[src/rtl/apb_regfile_v2_if.sv]
// APB4 completer-side bus bundle for apb_regfile_v2.
// The master drives the request and the slave returns the response.
interface apb_regfile_v2_if #(
  parameter int unsigned AW = 8,
  parameter int unsigned DW = 32
);
  logic [AW-1:0]   paddr;
  logic            psel;
  logic            penable;
  logic            pwrite;
  logic [DW-1:0]   pwdata;
  logic [DW/8-1:0] pstrb;
  logic [DW-1:0]   prdata;
  logic            pready;
  logic            pslverr;

  modport master (
    output paddr, psel, penable, pwrite, pwdata, pstrb,
    input  prdata, pready, pslverr
  );

  modport slave (
    input  paddr, psel, penable, pwrite, pwdata, pstrb,
    output prdata, pready, pslverr
  );
endinterface

[src/rtl/apb_regfile_v2.sv]
// Parametrised APB4 register file with RW, read-only and W1C sticky registers.
// Supports byte strobes, fixed wait states and error responses on bad accesses.
module apb_regfile_v2 #(
  parameter int unsigned      DW          = 32,
  parameter int unsigned      AW          = 8,
  parameter int unsigned      NREGS       = 8,
  parameter int unsigned      WAIT_CYCLES = 0,
  parameter logic [NREGS-1:0] RO_MASK     = '0,
  parameter logic [NREGS-1:0] W1C_MASK    = '0
) (
  input  logic                  pclk,
  input  logic                  preset,
  apb_regfile_v2_if.slave       bus,
  output logic [NREGS*DW-1:0]   reg_out,
  input  logic [NREGS*DW-1:0]   hw_status,
  input  logic [NREGS*DW-1:0]   hw_set,
  output logic                  irq
);
  localparam int unsigned NB = DW / 8;
  localparam int unsigned IW = AW - 2;
  localparam int unsigned CW = (WAIT_CYCLES > 0) ? $clog2(WAIT_CYCLES + 1) : 1;

  typedef enum logic [0:0] {StIdle, StAccess} state_e;

  state_e              state_q, state_d;
  logic [CW-1:0]       cnt_q, cnt_d;
  logic [IW-1:0]       idx_q;
  logic                write_q;
  logic [DW-1:0]       wdata_q;
  logic [NB-1:0]       strb_q;
  logic                err_q;
  logic [DW-1:0]       prdata_q;
  logic [NREGS*DW-1:0] regs_q, regs_d;
  logic                irq_q;

  logic                setup, done, commit;
  logic [IW-1:0]       idx;
  logic                in_range, ro_hit, err;
  logic [DW-1:0]       rd_val, bmask;
  logic [NREGS*DW-1:0] w1c_bits;

  assign idx    = bus.paddr[AW-1:2];
  assign setup  = bus.psel & ~bus.penable;
  assign done   = (state_q == StAccess) & (cnt_q == '0) & bus.psel & bus.penable;
  assign commit = done & write_q & ~err_q;
  assign irq    = irq_q;

  // Decode of the live address; only consumed when a setup phase is seen.
  always_comb begin
    in_range = 1'b0;
    ro_hit   = 1'b0;
    rd_val   = '0;
    for (int unsigned i = 0; i < NREGS; i++) begin
      if (idx == IW'(i)) begin
        in_range = 1'b1;
        ro_hit   = RO_MASK[i];
        rd_val   = reg_out[i*DW +: DW];
      end
    end
    err = (bus.paddr[1:0] != 2'b00) | ~in_range | (bus.pwrite & ro_hit);
  end

  always_comb begin
    reg_out  = '0;
    w1c_bits = '0;
    for (int unsigned i = 0; i < NREGS; i++) begin
      reg_out[i*DW +: DW]  = RO_MASK[i] ? hw_status[i*DW +: DW] : regs_q[i*DW +: DW];
      w1c_bits[i*DW +: DW] = (W1C_MASK[i] & ~RO_MASK[i]) ? regs_q[i*DW +: DW] : '0;
    end
  end

  always_comb begin
    bmask = '0;
    for (int unsigned k = 0; k < NB; k++) begin
      bmask[k*8 +: 8] = {8{strb_q[k]}};
    end
  end

  // W1C: hw_set is OR-ed in after the clear, so a coincident set wins.
  always_comb begin
    regs_d = regs_q;
    for (int unsigned i = 0; i < NREGS; i++) begin
      if (RO_MASK[i]) begin
        regs_d[i*DW +: DW] = '0;
      end else if (W1C_MASK[i]) begin
        regs_d[i*DW +: DW] = (regs_q[i*DW +: DW]
                             & ~(wdata_q & bmask & {DW{commit && (idx_q == IW'(i))}}))
                             | hw_set[i*DW +: DW];
      end else if (commit && (idx_q == IW'(i))) begin
        regs_d[i*DW +: DW] = (regs_q[i*DW +: DW] & ~bmask) | (wdata_q & bmask);
      end
    end
  end

  always_ff @(posedge pclk or posedge preset) begin
    if (preset) begin
      state_q  <= StIdle;
      cnt_q    <= '0;
      idx_q    <= '0;
      write_q  <= 1'b0;
      wdata_q  <= '0;
      strb_q   <= '0;
      err_q    <= 1'b0;
      prdata_q <= '0;
      regs_q   <= '0;
      irq_q    <= 1'b0;
    end else begin
      state_q <= state_d;
      cnt_q   <= cnt_d;
      regs_q  <= regs_d;
      irq_q   <= |w1c_bits;
      if ((state_q == StIdle) && setup) begin
        idx_q    <= idx;
        write_q  <= bus.pwrite;
        wdata_q  <= bus.pwdata;
        strb_q   <= bus.pstrb;
        err_q    <= err;
        prdata_q <= (err | bus.pwrite) ? '0 : rd_val;
      end
    end
  end

  always_comb begin
    state_d = state_q;
    cnt_d   = cnt_q;
    unique case (state_q)
      StIdle: begin
        if (setup) begin
          state_d = StAccess;
          cnt_d   = CW'(WAIT_CYCLES);
        end
      end
      StAccess: begin
        if (cnt_q != '0) cnt_d = cnt_q - CW'(1);
        // Dropping psel mid-access aborts the transfer without a commit.
        if (!bus.psel || done) state_d = StIdle;
      end
      default: state_d = StIdle;
    endcase
  end

  always_comb begin
    bus.pready  = 1'b0;
    bus.pslverr = 1'b0;
    bus.prdata  = '0;
    if (state_q == StAccess) begin
      bus.pready  = (cnt_q == '0);
      bus.pslverr = (cnt_q == '0) & err_q;
      bus.prdata  = prdata_q;
    end
  end

  // RO slices of regs_q and hw_set bits of non-W1C registers are intentionally unread.
  logic unused_bits;
  assign unused_bits = ^{regs_q, hw_set, hw_status};

endmodule

[src/flat_wrapper.sv]
// flat-port wrapper written by rule: the top's interface ports become plain ports
module apb_regfile_v2_flat 
#(
  parameter int unsigned      DW          = 32,
  parameter int unsigned      AW          = 8,
  parameter int unsigned      NREGS       = 8,
  parameter int unsigned      WAIT_CYCLES = 0,
  parameter logic [NREGS-1:0] RO_MASK     = '0,
  parameter logic [NREGS-1:0] W1C_MASK    = '0
)
  (pclk, preset, reg_out, hw_status, hw_set, irq, bus_paddr, bus_psel, bus_penable, bus_pwrite, bus_pwdata, bus_pstrb, bus_prdata, bus_pready, bus_pslverr);
  apb_regfile_v2_if #(.AW(AW), .DW(DW)) bus_i ();
  input  logic pclk;
  input  logic preset;
  output logic [NREGS*DW-1:0] reg_out;
  input  logic [NREGS*DW-1:0] hw_status;
  input  logic [NREGS*DW-1:0] hw_set;
  output logic irq;
  input wire logic [$bits(bus_i.paddr)-1:0] bus_paddr;
  input wire logic [$bits(bus_i.psel)-1:0] bus_psel;
  input wire logic [$bits(bus_i.penable)-1:0] bus_penable;
  input wire logic [$bits(bus_i.pwrite)-1:0] bus_pwrite;
  input wire logic [$bits(bus_i.pwdata)-1:0] bus_pwdata;
  input wire logic [$bits(bus_i.pstrb)-1:0] bus_pstrb;
  output wire logic [$bits(bus_i.prdata)-1:0] bus_prdata;
  output wire logic [$bits(bus_i.pready)-1:0] bus_pready;
  output wire logic [$bits(bus_i.pslverr)-1:0] bus_pslverr;
  assign bus_i.paddr = bus_paddr;
  assign bus_i.psel = bus_psel;
  assign bus_i.penable = bus_penable;
  assign bus_i.pwrite = bus_pwrite;
  assign bus_i.pwdata = bus_pwdata;
  assign bus_i.pstrb = bus_pstrb;
  assign bus_prdata = bus_i.prdata;
  assign bus_pready = bus_i.pready;
  assign bus_pslverr = bus_i.pslverr;
  apb_regfile_v2 #(.DW(DW), .AW(AW), .NREGS(NREGS), .WAIT_CYCLES(WAIT_CYCLES), .RO_MASK(RO_MASK), .W1C_MASK(W1C_MASK)) u_core (.pclk(pclk), .preset(preset), .bus(bus_i), .reg_out(reg_out), .hw_status(hw_status), .hw_set(hw_set), .irq(irq));
endmodule
[config.mk]
export PLATFORM = sky130hd
export DESIGN_NAME = apb_regfile_v2_flat
export DESIGN_NICKNAME = d
export VERILOG_FILES = /design/src/rtl/apb_regfile_v2_if.sv /design/src/rtl/apb_regfile_v2.sv /design/src/flat_wrapper.sv
export SDC_FILE = /design/constraint.sdc
export NUM_CORES = 1
export LEC_CHECK = 0
export CAP_MARGIN = 20
export CORE_AREA = 2 2 336 338
export CTS_BUF_LIST = sky130_fd_sc_hd__clkbuf_4 sky130_fd_sc_hd__clkbuf_8
export CTS_CLUSTER_DIAMETER = 80
export DETAILED_ROUTE_END_ITERATION = 10
export DIE_AREA = 0 0 338 340
export PLACE_DENSITY_LB_ADDON = 0.1
export SLEW_MARGIN = 5
export SYNTH_ARGS = -nofsm -noshare
export SYNTH_HDL_FRONTEND = slang
export SYNTH_SLANG_ARGS = --single-unit
[constraint.sdc]
create_clock -name pclk -period 18.4 [get_ports pclk]
set_input_delay 3.68 -clock pclk [delete_from_list [all_inputs] [get_ports pclk]]
set_output_delay 3.68 -clock pclk [all_outputs]
set_load 0.005 [all_outputs]
==> impl_metrics.toml <==
[status]
status = "completed"

[clock_tree]
clk_pin_slew_ns = 0.06
cts_max_level = 3
cts.sink_count = 333
cts.repair.resized = 0
hold_buffers = 0
insertion_delay_ns = 0.71
cts_buffers = 75
cts_max_path_buffers = 3
post_cts_buffers = 0
cts_root_buffer = "clkbuf_8"
cts_tree = "built"

[die]
die_w_um = 338
io_pins = 852
fp.dieH_um = 340
num_rows = 123
dieArea_um2 = 114900
core_um2 = 111600
start_util_pct = 13.82

[worst_setup_path]
worst-path-max-fanout = 113
critical-path-max-stage-delay_ns = 0.82
cp-end-kind = "asynchronous set/reset pin"
crit_chain = "clkdlybuf4s50_1 > inv_8 > buf_4 > buf_4 > buf_4 > buf_4"
crit_top_cell = "buf_4"
critical_path_class = "in2async"
r2r_slack_ns = 14.39
cp_slowest_cell = "buf_4"
arrival_ns = 8.06
required_ns = 19.07
worst_setup_path_start_kind = "input pin"

[global_route]
antenna_found_initial = 9
grt_util_all_layers_pct = 14.72
grt_overflow_total = 0
grt_pass1_wl_mm = 116.6
grt_pass1_vias = 13260
grt_max_degree = 114

[finish]
final_cells = 3136
nFillCells = 12130
nets = 2145
utilization_pct = 19.75
syn_to_final_growth_pct = 42.89
stdcell_area_um2 = 22040
multi_input_area_um2 = 6778
regArea_um2 = 8334
drive_above_1_share_pct = 28.56

[drt]
first_pass_iters = 6
vias = 12020
ant_nets = 0
wl_mm = 85.10
drc_errors = 0
drtIter0Drc = 497
wl_per_cell_um = 27.14
viasPerCell = 3.831

[timing]
min_period_ns = 7.386
fmaxAchievable_mhz = 135.4
fin_skew_ns = 0.07558
slew_headroom_pct = 13.03
fin_crit_sh_pct = 40.14
tightest_slew_ns = 1.272
drv_slew = 0
worst_slack_ns = 11.01
hold_viol = 0
grt_setup_unrepaired = "false"
tns_ns = 0
setup_violations = 0

[synth]
synth_xor_area_share_pct = 0
synthCells = 1226
yosysSeqAreaShare_pct = 54.03
synth-compound-area-share_pct = 9.119
yosys_warnings = 0
synth_cell_type_count = 50
ys_ff_latch = 333
syn-num-nets = 1787
yosys.area_share.simple_pct = 13.49
synth_top_family_by_area = "multiplexers"
synthAdderAreaFrac_pct = 0
syn_area_um2 = 15420
async_flop_share_pct = 100.0
syn_avg_cell_area_um2 = 12.58
synth.mux.area_fraction_pct = 20.97
synth_edf_count = 0
ys.flop_type = "dfrtp_1"

[placed_design]
placed_cells = 3007
pre_cts_slack_ns = 9.956
dp_hpwl_mm = 59.32
place_congestion = 0.7611
postPlaceCellArea_um2 = 20550
port_buffers = 338

[power_and_ir_drop]
p_leak_uw = 0.009420
pwr_density_cell_nw_per_um2 = 79.95
ir_drop_mv = 0.03908

[run]
maxCapViolations = 0

[min_path]
worstHoldPathType = "reg2reg"
-- worst paths after layout --
path,depth (start not counted),startpoint,endpoint
hold reg to reg,2,u_core.write_q$_DFFE_PP0P_,u_core.write_q$_DFFE_PP0P_
min in group asynchronous,2,preset,asynchronous set/reset pin
setup reg to reg,5,u_core.state_q$_DFF_PP0_,flip-flop
hold / removal,2,u_core.write_q$_DFFE_PP0P_,u_core.write_q$_DFFE_PP0P_
setup / recovery,6,preset,asynchronous set/reset pin
max in group pclk,3,u_core.state_q$_DFF_PP0_,bus_prdata[31]
-- cell families after synthesis --
group | Yosys count
flip-flops | 333
multiplexers | 291
AO/OA/AOI/OAI | 163
other | 1
AND/OR/NAND/NOR | 356
buffers and inverters | 82
-- critical path: cells and delay by family --
kind	cells	cell delay, ns
buf+inv	6	4.12
-- through the flow --
stage	hold WS [ns]	total power, µW
6_report	0.4799	1762
5_1_grt	0.5038	1853
4_1_cts	0.4828	1813
3_5_place_dp	0.4688	920.2
3_3_place_gp	0.4623	920.2
2_1_floorplan	0.4386	840.8
-- cell usage in the layout, fill, tap and decap left out, drive strengths merged, types with 2 or more instances in the layout --
cell type and n:
and3 33, nor2 27, and2 33, o2bb2ai 2, clkdlybuf4s50 336, clkbuf 109
nand2b 9, o31ai 31, nor2b 2, mux2i 34, nand3 5, nand3b 91
mux2 257, clkinv 7, nor4 2, nor3 4, a2111oi 30, diode 8
o21ai 3, or3 2, nand4 2, o221ai 30, inv 6, dfrtp 333
nand2 139, buf 25, nand4b 2, a21oi 32, a2bb2oi 30
-- cell usage after synthesis, types with 2 or more instances --
library cell | count | area [µm²]
nor2_1 | 3 | 11.26
clkbuf_1 | 55 | 206.5
inv_1 | 2 | 7.510
nand3_2 | 4 | 40.04
or3_1 | 2 | 12.51
a2111oi_0 | 30 | 262.8
a21oi_1 | 32 | 160.2
mux2i_1 | 34 | 340.3
buf_1 | 4 | 15.01
o21ai_0 | 3 | 15.01
nor2_2 | 23 | 143.9
o31ai_2 | 30 | 375.4
and2_1 | 33 | 206.5
dfrtp_1 | 333 | 8333
o2bb2ai_1 | 2 | 17.52
and3_1 | 33 | 206.5
o221ai_1 | 30 | 262.8
nand4b_1 | 2 | 17.52
nor3_1 | 2 | 10.01
nor2b_1 | 2 | 12.51
nand2b_1 | 9 | 56.30
buf_2 | 15 | 75.07
mux2_2 | 248 | 2793
nand2_1 | 138 | 518.0
mux2_1 | 9 | 101.4
buf_6 | 4 | 45.04
buf_4 | 2 | 15.01
a2bb2oi_1 | 30 | 262.8
nand3b_1 | 91 | 683.2
-- metal layers --
layer  up-vias  GRT usage [%]  wire (µm)
met5         -              0         48
met4         8          5.194       3007
met3       125          5.823       7748
met2       407          24.21      40160
met1      6228          17.29      34140
li1       5247              -          -
-- power breakdown --
group          switching (µW)  internal (µW)  total [µW]
Sequential               47.6            752         799
Clock                     381            478         859
Combinational            66.6           37.1         104
Total                     495           1270        1760
-- layout make-up --
cell class / count / area share [%]
clock inverter: 12 / 0.6245
tap: 1500 / 8.516
timing repair buffer: 361 / 16.08
clock buffer: 109 / 6.041
inverter: 2 / 0.06813
antenna: 8 / 0.09084
multi-input combinational: 811 / 30.76
sequential: 333 / 37.82
(Power assumes the default switching activity.)
